<file path="config.mk">
export PLATFORM = sky130hd
export DESIGN_NAME = control_unit
export DESIGN_NICKNAME = d
export VERILOG_FILES = /design/src/rtl/control_unit.sv
export SDC_FILE = /design/constraint.sdc
export NUM_CORES = 1
export LEC_CHECK = 0
export ABC_AREA = 1
export CELL_PAD_IN_SITES_DETAIL_PLACEMENT = 1
export CELL_PAD_IN_SITES_GLOBAL_PLACEMENT = 1
export CORE_MARGIN = 8
export CORE_UTILIZATION = 16
export CTS_CLUSTER_DIAMETER = 60
export DETAILED_ROUTE_END_ITERATION = 6
export PLACE_DENSITY = 0.73
export REMOVE_ABC_BUFFERS = 1
export SKIP_CTS_REPAIR_TIMING = 1
export SLEW_MARGIN = 5
export SYNTH_ARGS = -nofsm -noshare
export SYNTH_HDL_FRONTEND = slang
export SYNTH_SLANG_ARGS = --single-unit
</file>
<file path="constraint.sdc">
create_clock -name clk -period 1.4 [get_ports clk]
set_clock_uncertainty 0.15 [all_clocks]
set_input_delay 0.21 -clock clk [delete_from_list [all_inputs] [get_ports clk]]
set_output_delay 0.21 -clock clk [all_outputs]
set_load 0.05 [all_outputs]
</file>
<file path="src/rtl/control_unit.sv">
// -----------------------------------------------------------------------------
// control_unit
//
// Hardwired Moore sequencer for the single-bus datapath. It steps through a
// shared fetch (T0..T2) and then the per-instruction execute micro-steps
// (T3..T7) selected by the opcode in IR[31:27]. Every output is decoded from
// the registered state and the opcode; nothing but the state is stored.
//
// Ports
//   clk         system clock, rising edge
//   clr         asynchronous active-low reset (forces state RST)
//   IR          instruction register, only [31:27] is decoded
//   CON         branch condition flip-flop, gates PC_enable in T6 of br
//   PCout, MDRout, ZLowout, ZHighout, BAout, Cout, R_out
//               bus-source selects (at most one high per state)
//   MAR_enable, MDR_enable, IR_enable, PC_enable, Y_enable,
//   ZLowIn, ZHighIn, R_in, CON_enable
//               register load enables
//   Gra, Grb, Grc
//               register-field selects
//   IncPC       PC increment request to the ALU
//   MDR_read    MDR loads from RAM instead of the bus
//   RAM_write   RAM write strobe
//   opCode      ALU operation (00000 unless ZLowIn is asserted)
//   run         high while executing, low once halted
//   tstate      current state encoding, for debug
// -----------------------------------------------------------------------------
module control_unit (
  input  logic        clk,
  input  logic        clr,
  input  logic [31:0] IR,
  input  logic        CON,
  output logic        PCout,
  output logic        MDRout,
  output logic        ZLowout,
  output logic        ZHighout,
  output logic        BAout,
  output logic        Cout,
  output logic        R_out,
  output logic        MAR_enable,
  output logic        MDR_enable,
  output logic        IR_enable,
  output logic        PC_enable,
  output logic        Y_enable,
  output logic        ZLowIn,
  output logic        ZHighIn,
  output logic        R_in,
  output logic        CON_enable,
  output logic        Gra,
  output logic        Grb,
  output logic        Grc,
  output logic        IncPC,
  output logic        MDR_read,
  output logic        RAM_write,
  output logic [4:0]  opCode,
  output logic        run,
  output logic [3:0]  tstate
);

  localparam logic [4:0] OP_LD   = 5'b00000;
  localparam logic [4:0] OP_ST   = 5'b00010;
  localparam logic [4:0] OP_ADD  = 5'b00011;
  localparam logic [4:0] OP_SUB  = 5'b00100;
  localparam logic [4:0] OP_AND  = 5'b00101;
  localparam logic [4:0] OP_OR   = 5'b00110;
  localparam logic [4:0] OP_ADDI = 5'b01100;
  localparam logic [4:0] OP_BR   = 5'b10010;
  localparam logic [4:0] OP_JR   = 5'b10011;
  localparam logic [4:0] OP_HALT = 5'b11011;

  typedef enum logic [3:0] {
    S_RST  = 4'd0,
    S_T0   = 4'd1,
    S_T1   = 4'd2,
    S_T2   = 4'd3,
    S_T3   = 4'd4,
    S_T4   = 4'd5,
    S_T5   = 4'd6,
    S_T6   = 4'd7,
    S_T7   = 4'd8,
    S_HALT = 4'd15
  } state_t;

  state_t     state_reg;
  state_t     state_next;
  logic [4:0] op;
  logic       unused_ir;

  assign op        = IR[31:27];
  assign unused_ir = ^IR[26:0];

  always_ff @(posedge clk or negedge clr) begin
    if (!clr) begin
      state_reg <= S_RST;
    end else begin
      state_reg <= state_next;
    end
  end

  always_comb begin
    state_next = state_reg;
    PCout      = 1'b0;
    MDRout     = 1'b0;
    ZLowout    = 1'b0;
    ZHighout   = 1'b0;
    BAout      = 1'b0;
    Cout       = 1'b0;
    R_out      = 1'b0;
    MAR_enable = 1'b0;
    MDR_enable = 1'b0;
    IR_enable  = 1'b0;
    PC_enable  = 1'b0;
    Y_enable   = 1'b0;
    ZLowIn     = 1'b0;
    ZHighIn    = 1'b0;
    R_in       = 1'b0;
    CON_enable = 1'b0;
    Gra        = 1'b0;
    Grb        = 1'b0;
    Grc        = 1'b0;
    IncPC      = 1'b0;
    MDR_read   = 1'b0;
    RAM_write  = 1'b0;
    opCode     = 5'b00000;
    run        = 1'b1;

    case (state_reg)
      S_RST: begin
        state_next = S_T0;
      end

      // Fetch: MAR <- PC, Z <- PC + 1
      S_T0: begin
        PCout      = 1'b1;
        MAR_enable = 1'b1;
        IncPC      = 1'b1;
        ZLowIn     = 1'b1;
        opCode     = OP_ADD;
        state_next = S_T1;
      end

      // PC <- Z, MDR <- RAM[MAR] (synchronous read lands this cycle)
      S_T1: begin
        ZLowout    = 1'b1;
        PC_enable  = 1'b1;
        MDR_read   = 1'b1;
        MDR_enable = 1'b1;
        state_next = S_T2;
      end

      S_T2: begin
        MDRout     = 1'b1;
        IR_enable  = 1'b1;
        state_next = S_T3;
      end

      // First decode step; IR holds the new instruction from here on.
      S_T3: begin
        state_next = S_T0;
        case (op)
          OP_ADD, OP_SUB, OP_AND, OP_OR, OP_ADDI: begin
            Grb        = 1'b1;
            R_out      = 1'b1;
            Y_enable   = 1'b1;
            state_next = S_T4;
          end
          OP_LD, OP_ST: begin
            Grb        = 1'b1;
            BAout      = 1'b1;
            Y_enable   = 1'b1;
            state_next = S_T4;
          end
          OP_BR: begin
            Gra        = 1'b1;
            R_out      = 1'b1;
            CON_enable = 1'b1;
            state_next = S_T4;
          end
          OP_JR: begin
            Gra       = 1'b1;
            R_out     = 1'b1;
            PC_enable = 1'b1;
          end
          OP_HALT: begin
            state_next = S_HALT;
          end
          default: begin
            // nop and undefined opcodes do nothing for one cycle
          end
        endcase
      end

      S_T4: begin
        state_next = S_T5;
        case (op)
          OP_ADD, OP_SUB, OP_AND, OP_OR: begin
            Grc    = 1'b1;
            R_out  = 1'b1;
            ZLowIn = 1'b1;
            opCode = op;
          end
          OP_ADDI, OP_LD, OP_ST: begin
            Cout   = 1'b1;
            ZLowIn = 1'b1;
            opCode = OP_ADD;
          end
          OP_BR: begin
            PCout    = 1'b1;
            Y_enable = 1'b1;
          end
          default: begin
            state_next = S_T0;
          end
        endcase
      end

      S_T5: begin
        state_next = S_T0;
        case (op)
          OP_ADD, OP_SUB, OP_AND, OP_OR, OP_ADDI: begin
            ZLowout = 1'b1;
            Gra     = 1'b1;
            R_in    = 1'b1;
          end
          OP_LD, OP_ST: begin
            ZLowout    = 1'b1;
            MAR_enable = 1'b1;
            state_next = S_T6;
          end
          OP_BR: begin
            Cout       = 1'b1;
            ZLowIn     = 1'b1;
            opCode     = OP_ADD;
            state_next = S_T6;
          end
          default: begin
          end
        endcase
      end

      S_T6: begin
        state_next = S_T0;
        case (op)
          OP_LD: begin
            MDR_read   = 1'b1;
            MDR_enable = 1'b1;
            state_next = S_T7;
          end
          OP_ST: begin
            Gra        = 1'b1;
            R_out      = 1'b1;
            MDR_enable = 1'b1;
            state_next = S_T7;
          end
          OP_BR: begin
            // Branch target is taken only when the latched condition holds.
            ZLowout   = 1'b1;
            PC_enable = CON;
          end
          default: begin
          end
        endcase
      end

      S_T7: begin
        state_next = S_T0;
        case (op)
          OP_LD: begin
            MDRout = 1'b1;
            Gra    = 1'b1;
            R_in   = 1'b1;
          end
          OP_ST: begin
            RAM_write = 1'b1;
          end
          default: begin
          end
        endcase
      end

      S_HALT: begin
        run        = 1'b0;
        state_next = S_HALT;
      end

      default: begin
        // Unused encodings fall back to reset.
        run        = 1'b0;
        state_next = S_RST;
      end
    endcase
  end

  assign tstate = state_reg;

endmodule

</file>
==> metrics.cfg, run 1 <==
[sta]
fin_tns_setup_ns = -10.41
timing.final.crit_period_ns = 1.91
hold_ws_ns = 0.0449
setup_viol = 27
drv_slew = 0
timing.final.crit_share = 1.36
setup_slack_ns = -0.507
fmax_mhz = 524
rsz0062_at_grt = true
hold_violations = 0

[final_layout]
register_area_um2 = 104
area_growth_pct = 174
nets = 254
final_cells = 269
largest_reg_flops = 4
multi_input_area_um2 = 721
drive_gt1_frac = 0.631
antennaDiodeCount = 0
fillers = 519
final_area_mm2 = 0.00199

[power]
switchingPower_mw = 1.85
leakagePower_nw = 1.01
power_density_mw_per_mm2 = 1830
pwr-share-clk = 0.067
vdd_drop_max_mv = 1.36
power.internal_mw = 1.79
swShare = 0.508
power_frac_seq = 0.065
combPwrFrac = 0.868

[yosys]
ys_seq_area_frac = 0.138
ys_ff_latch = 4
ys_types = 24
ys_warn_count = 0
syn_area_um2 = 726
syn_inst = 138
syn_avg_cell_area_um2 = 5.26

[setup_path]
rr_startpoint = tstate[2]
critPathKind = flip-flop to output pin
critical_path_required_ns = 1.04
setup.worst_path.start = tstate[0]
cp-start-kind = flip-flop
critPathArrivalTime_ns = 1.55
crit_path_max_fanout = 5
critPathCaptureType = output pin

[detailed_routing]
vias = 1194
drt-total-wl_um = 4000
drtAntennaViolNets = 0
drc_errors = 0
detail_route.wl_per_cell_um = 14.9
drt_iter0_markers = 22
dr.pass1.iters = 4
vias_per_cell = 4.44

[global_routing]
grt_max_degree = 8
grt_pass1_vias = 1297
grt_pass1_wl_um = 6080
grt_overflow = 0
grt_antenna_before_repair = 0
grt_use_total = 0.102

[clock_network]
numCtsBuffers = 3
clkTransAtPathRegs_ns = 0.03
worstSkewPairLatency_ns = 0.22
cts-root-buf = clkbuf_8
htreeDepth = 1
cts.path.max_buffers = 2
clock-sinks = 4
cts_tree = built

[die]
die_h_um = 83.3
std_cell_rows = 24
fp.dieW_um = 83.3
initial_core_util = 0.167
dieArea_mm2 = 0.00695
ios = 67
core_area_mm2 = 0.00435

[placed_design]
numPortBuffers = 35
detailed_place.area_mm2 = 0.00170
globalplace.congestion = 0.860
detailed_place_hpwl_um = 3200
dp_cells = 264

[hold_path]
hold_class = input port to asynchronous set/reset pin

[run_status]
run_status = finished, violations left
violations = setup timing

[job]
cap_violations = 0

cell usage after synthesis:
| master | n | area (um^2) |
|---|---|---|
| nand2_1 | 48 | 180 |
| nor2_1 | 20 | 75.1 |
| inv_1 | 16 | 60.1 |
| nand3_1 | 10 | 50.1 |
| nand4_1 | 6 | 37.5 |
| inv_2 | 5 | 18.8 |
| buf_4 | 4 | 30.0 |
| dfrtp_1 | 4 | 100 |
| o21ai_0 | 4 | 20.0 |
| a21oi_1 | 3 | 15.0 |
| nand3_2 | 3 | 30.0 |
| nand2_2 | 2 | 12.5 |
| nor2_2 | 2 | 12.5 |
| a21boi_1 | 1 | 7.51 |
| buf_6 | 1 | 11.3 |
| clkinv_1 | 1 | 3.75 |
| conb_1 | 1 | 3.75 |
| nand3b_1 | 1 | 7.51 |
| nor2_4 | 1 | 11.3 |
| nor4_1 | 1 | 6.26 |
| o211ai_1 | 1 | 7.51 |
| o21ai_1 | 1 | 5.00 |
| o21ai_2 | 1 | 8.76 |
| o21bai_2 | 1 | 11.3 |
routing by layer:
| layer | vias to the layer above | global-route usage | share of wire |
|---|---|---|---|
| li1 | 593 | - | - |
| met1 | 574 | 0.112 | 0.42 |
| met2 | 22 | 0.190 | 0.54 |
| met3 | 5 | 0.0273 | 0.040 |
| met4 | 0 | 0.0224 | 0.0088 |
| met5 | - | 0 | 0 |
final cells by class:
cell class | instances | area share
clock buffer | 3 | 0.0207
inverter | 22 | 0.0440
multi-input combinational | 110 | 0.362
sequential | 4 | 0.0521
tap | 52 | 0.0327
timing repair buffer | 78 | 0.489
per-stage QoR:
step | setup slack [ns] | power [mW] | utilization
finish | -0.507 | 3.64 | 0.457
detailed placement | -0.752 | 3.05 | 0.390
CTS | -0.758 | 3.32 | 0.400
global placement | -0.682 | 3.02 | 0.390
global route | -0.588 | 3.83 | 0.457
floorplan | -1.47 | 1.46 | -
cells by family (layout without fill, tap and decap cells):
family | count (synthesis) | after routing | synth area share
other cells | 1 | 4 | 0.00517
flops | 4 | 4 | 0.138
simple gates | 94 | 94 | 0.583
buf+inv | 27 | 103 | 0.171
compound gates | 12 | 12 | 0.103
final timing paths:
path                              to  slack (ns)  depth (start not counted)
setup reg to reg           tstate[1]       -0.13                          5
max in group asynchronous  tstate[2]        0.87                          1
hold / removal             tstate[0]        0.04                          1
setup / recovery                 Grb       -0.51                          8
min in group clk           tstate[0]        0.44                          6
hold reg to reg            tstate[2]        0.65                          4
worst max-delay path: stages, from the launching register on:
cell and delay (ns):
dfrtp_2 0.44, inv_2 0.10, nand2_2 0.08, nor2_4 0.14, buf_4 0.14, nand2_2 0.08
o21ai_1 0.08, buf_4 0.13, buf_12 0.12
power by group through the flow:
| stage | Sequential, mW | Combinational [mW] | Clock [mW] |
|---|---|---|---|
| 2_1_floorplan | 0.343 | 1.12 | 0 |
| 3_3_place_gp | 0.201 | 2.82 | 0 |
| 3_5_place_dp | 0.206 | 2.84 | 0 |
| 4_1_cts | 0.205 | 2.86 | 0.250 |
| 5_1_grt | 0.241 | 3.32 | 0.262 |
| 6_report | 0.236 | 3.16 | 0.244 |
cell usage in the layout, fill, tap and decap left out, types with 3 or more instances in the layout:
cell type	synthesis	layout
buf_4	4	39
nand2_1	48	30
buf_12	0	28
nand2_2	2	15
inv_1	16	10
nor2_4	1	9
inv_2	5	9
nor2_1	20	9
nand3_1	10	7
nand4_1	6	6
nand2_4	0	5
nor2_2	2	5
nand3_2	3	4
o21ai_1	1	4
conb_1	1	4
dlymetal6s2s_1	0	4
buf_6	1	4
clkbuf_8	0	3
dfrtp_2	0	3
No activity file was read; power rests on OpenSTA's default activity.
==> run 2, diff against run 1 <==
- ABC_CLOCK_PERIOD_IN_PS: not set -> 2400
- CORE_UTILIZATION: 16 -> 19
- PLACE_DENSITY: 0.73 -> 0.82
- clock period: 1.4 -> 2.4 ns (I/O delays scaled with it)
==> metrics.cfg, run 2 (synthesis gave the netlist of run 1 again) <==
[run_status]
run_status = finished clean

[setup_path]
r2r_setup_slack_ns = 0.79
crit_path_max_fanout = 6
r2r-end = tstate[3]
cp-start-kind = input port
reg2reg_depth = 7
critPathCaptureType = output pin
critical_path_required_ns = 1.89
critPathArrivalTime_ns = 1.77
critPathKind = input port to output pin
rr_startpoint = tstate[3]

[power]
total_power_mw = 1.64
leakagePower_nw = 0.813
vdd_drop_max_mv = 0.635
power_density_mw_per_mm2 = 1080

[die]
dieArea_mm2 = 0.00605
std_cell_rows = 22
fp.dieW_um = 77.8
core_area_mm2 = 0.00366
die_h_um = 77.8
ios = 67
initial_core_util = 0.198

[sta]
slew_headroom = 0.666
hold_ws_ns = 0.196
rsz0062_at_grt = true
drv_slew = 0
hold_violations = 0
timing.final.crit_period_ns = 2.28
setup_viol = 0
fmax_mhz = 438
timing.final.crit_share = 0.952
tightest_slew_ns = 0.499

[final_layout]
antennaDiodeCount = 0
drive_gt1_frac = 0.342
area_growth_pct = 109
nets = 230
final_common_cell = nand2_1
postLayoutCoreUtil = 0.415
largest_reg_flops = 4
layout_common_cells = nand2_1 (47), buf_4 (22), buf_12 (21)

[placed_design]
detailed_place_hpwl_um = 2750
numPortBuffers = 35
globalplace.congestion = 0.871

[clock_network]
htreeDepth = 1
worstSkewPairLatency_ns = 0.22
numCtsBuffers = 3
cts-root-buf = clkbuf_8
cts_tree = built
clkTransAtPathRegs_ns = 0.03
cts.path.max_buffers = 2
clock-sinks = 4

[detailed_routing]
drtAntennaViolNets = 0
dr.pass1.iters = 4
drc_errors = 0
drt_iter0_markers = 30
vias = 1059
detail_route.wl_per_cell_um = 13.4
vias_per_cell = 4.39
drt-total-wl_um = 3220

[global_routing]
grt_overflow = 0
grt_use_total = 0.105
grt_antenna_before_repair = 0
grt_pass1_wl_um = 5390
grt_max_degree = 7
grt_pass1_vias = 1156

[hold_path]
hold_class = input port to asynchronous set/reset pin

[job]
cap_violations = 0

-- run 2: cell types whose count changed in the layout (fill, tap and decap cells not counted), sizes merged --
| cell | change |
|---|---|
| buf | -28 |
| clkdlybuf4s50 | +5 |
| clkbuf | -1 |
-- run 2: how the worst max path moves through the flow --
| stage | start | to | slack, ns |
|---|---|---|---|
| floorplan | tstate[1] | opCode[0] | -0.62 |
| global placement | IR[31] | MDR_read | 0.04 |
| detailed placement | IR[31] | MDR_read | -0.03 |
| CTS | IR[31] | MDR_read | -0.04 |
| global route | IR[30] | opCode[0] | -0.001 |
| finish | IR[30] | opCode[0] | 0.12 |
-- run 2: critical path, stage by stage --
cell	delay, ns
clkdlybuf4s50_1	0.48
nor2_4	0.20
nand3_2	0.16
o21bai_2	0.18
inv_2	0.05
nand2_2	0.07
nand2_1	0.05
inv_1	0.08
buf_12	0.14
-- run 2: metal layers --
metal / share of wire / GRT usage / vias up
met2: 0.52 / 0.190 / 20
met5: 0 / 0 / -
met3: 0.027 / 0.0161 / 4
li1: - / - / 541
met4: 0.013 / 0.0321 / 0
met1: 0.44 / 0.123 / 494
-- run 2: through the flow --
step / setup WS (ns) / cells / cell area [um^2] / setup TNS [ns]
after floorplan: -0.619 / 136 / 696 / -2.96
after global placement: 0.0410 / 237 / 1440 / 0
after detailed placement: -0.0273 / 237 / 1440 / -0.0328
after CTS: -0.0433 / 240 / 1490 / -0.0771
after global routing: -0.00133 / 241 / 1520 / -0.00159
final: 0.116 / 241 / 1520 / 0
-- run 2: power breakdown --
| group | total [mW] | leakage (nW) | internal [mW] | switching, mW |
|---|---|---|---|---|
| clock | 0.139 | 0.0216 | 0.107 | 0.0326 |
| sequential | 0.122 | 0.0507 | 0.0931 | 0.0293 |
| combinational | 1.38 | 0.741 | 0.536 | 0.840 |
-- run 2: layout make-up --
class,count,area (um^2)
Timing Repair Buffer,54,706
Fill cell,453,2140
Inverter,22,82.6
Tap cell,48,60.1
Sequential cell,4,100
Multi-Input combinational cell,110,528
Clock buffer,3,41.3
==> run 3, diff against run 2 <==
- CTS_CLUSTER_DIAMETER: 60 -> 40
- GPL_TIMING_DRIVEN: not set -> 0
==> metrics.cfg, run 3 (synthesis gave the netlist of run 1 again) <==
[sta]
hold_violations = 0
fmax_mhz = 446
hold_ws_ns = 0.193
drv_slew = 0
tightest_slew_ns = 0.523
setup_viol = 0
fin_tns_setup_ns = 0
timing.final.crit_share = 0.934
timing.final.crit_period_ns = 2.24
rsz0062_at_grt = false
slew_headroom = 0.650

[global_routing]
grt_use_total = 0.0902
grt_pass1_vias = 1012
grt_antenna_before_repair = 0
grt_max_degree = 9
grt_pass1_wl_um = 4650
grt_overflow = 0

[die]
core_area_mm2 = 0.00366
dieArea_mm2 = 0.00605
die_h_um = 77.8
fp.dieW_um = 77.8
initial_core_util = 0.198
std_cell_rows = 22
ios = 67

[clock_network]
cts.path.max_buffers = 2
clkTransAtPathRegs_ns = 0.03
cts-root-buf = clkbuf_8
numCtsBuffers = 3
htreeDepth = 1
clock-sinks = 4
worstSkewPairLatency_ns = 0.21
cts_tree = built

[final_layout]
multi_input_area_um2 = 520
area_growth_pct = 52.8
layout_common_cells = nand2_1 (47), nor2_1 (18), inv_1 (16)
drive_gt1_frac = 0.224
nets = 211
fillers = 491
final_cells = 222
final_common_cell = nand2_1
antennaDiodeCount = 0
register_area_um2 = 100
largest_reg_flops = 4

[power]
swShare = 0.643
pwr-share-clk = 0.106
power.internal_mw = 0.461
power_frac_seq = 0.095
power_density_mw_per_mm2 = 1160
combPwrFrac = 0.799
switchingPower_mw = 0.830
vdd_drop_max_mv = 0.342
leakagePower_nw = 0.729

[setup_path]
critPathKind = flip-flop to output pin
setup.worst_path.start = tstate[3]
critPathCaptureType = output pin
rr_startpoint = tstate[3]
crit_path_max_fanout = 5
cp-start-kind = flip-flop
critPathArrivalTime_ns = 1.73
critical_path_required_ns = 1.89

[detailed_routing]
drtAntennaViolNets = 0
drt-total-wl_um = 2810
drt_iter0_markers = 7
drc_errors = 0
vias = 981
vias_per_cell = 4.42
detail_route.wl_per_cell_um = 12.7
dr.pass1.iters = 2

[run_status]
run_status = finished clean

[placed_design]
detailed_place_hpwl_um = 2400
globalplace.congestion = 0.878
dp_cells = 219
numPortBuffers = 35

[job]
cap_violations = 0

[hold_path]
hold_class = input port to asynchronous set/reset pin

run 3: cell types whose count changed in the layout (fill, tap and decap cells not counted), sizes merged:
| cell | before | now |
|---|---|---|
| clkdlybuf4s50 | 7 | 6 |
| clkbuf | 3 | 17 |
| buf | 43 | 4 |
| dlymetal6s2s | 4 | 11 |
run 3: per-layer routing:
| layer | routed length [um] | track usage | share of wire | vias to the layer above |
|---|---|---|---|---|
| met5 | 0 | 0 | 0 | - |
| met4 | 11 | 0.0226 | 0.0039 | 0 |
| met3 | 90 | 0.0104 | 0.032 | 2 |
| met2 | 1460 | 0.161 | 0.52 | 21 |
| met1 | 1240 | 0.111 | 0.44 | 454 |
| li1 | - | - | - | 504 |
run 3: through the flow:
step	total power, mW	instance area (um^2)	utilization	worst slack [ns]
finish	1.29	1110	0.303	0.159
global route	1.37	1110	0.303	0.0213
CTS	1.36	1150	0.313	-0.771
detailed placement	1.22	1110	0.302	-0.750
global placement	1.21	1110	0.302	-0.740
floorplan	0.854	696	-	-0.619
run 3: area by class of cell:
class	instances	area share
repair buffers	35	0.274
inverters	22	0.0745
flip-flops and latches	4	0.0903
well taps	48	0.0542
multi-input cells	110	0.470
clock buffers	3	0.0372
run 3: worst paths after layout:
| path | to | slack, ns | cells after the start |
|---|---|---|---|
| min in group clk | tstate[2] | 0.52 | 3 |
| hold reg to reg | tstate[2] | 0.52 | 3 |
| hold / removal | tstate[2] | 0.19 | 1 |
| setup / recovery | R_out | 0.16 | 8 |
| setup reg to reg | tstate[1] | 0.95 | 6 |
| max in group asynchronous | tstate[1] | 1.75 | 1 |
run 3: power by group through the flow:
stage	registers, mW	logic [mW]	clock network [mW]
floorplan	0.200	0.654	0
global placement	0.123	1.09	0
detailed placement	0.124	1.10	0
CTS	0.123	1.10	0.139
global route	0.128	1.10	0.141
finish	0.123	1.03	0.136
run 3: worst max-delay path, stage by stage (launching register included):
cell and delay, ns:
dfrtp_1 0.42, inv_2 0.11, nand2_1 0.11, nor2_2 0.23
inv_2 0.09, a21oi_1 0.12, a21oi_1 0.09, nand3_1 0.09
buf_2 0.26
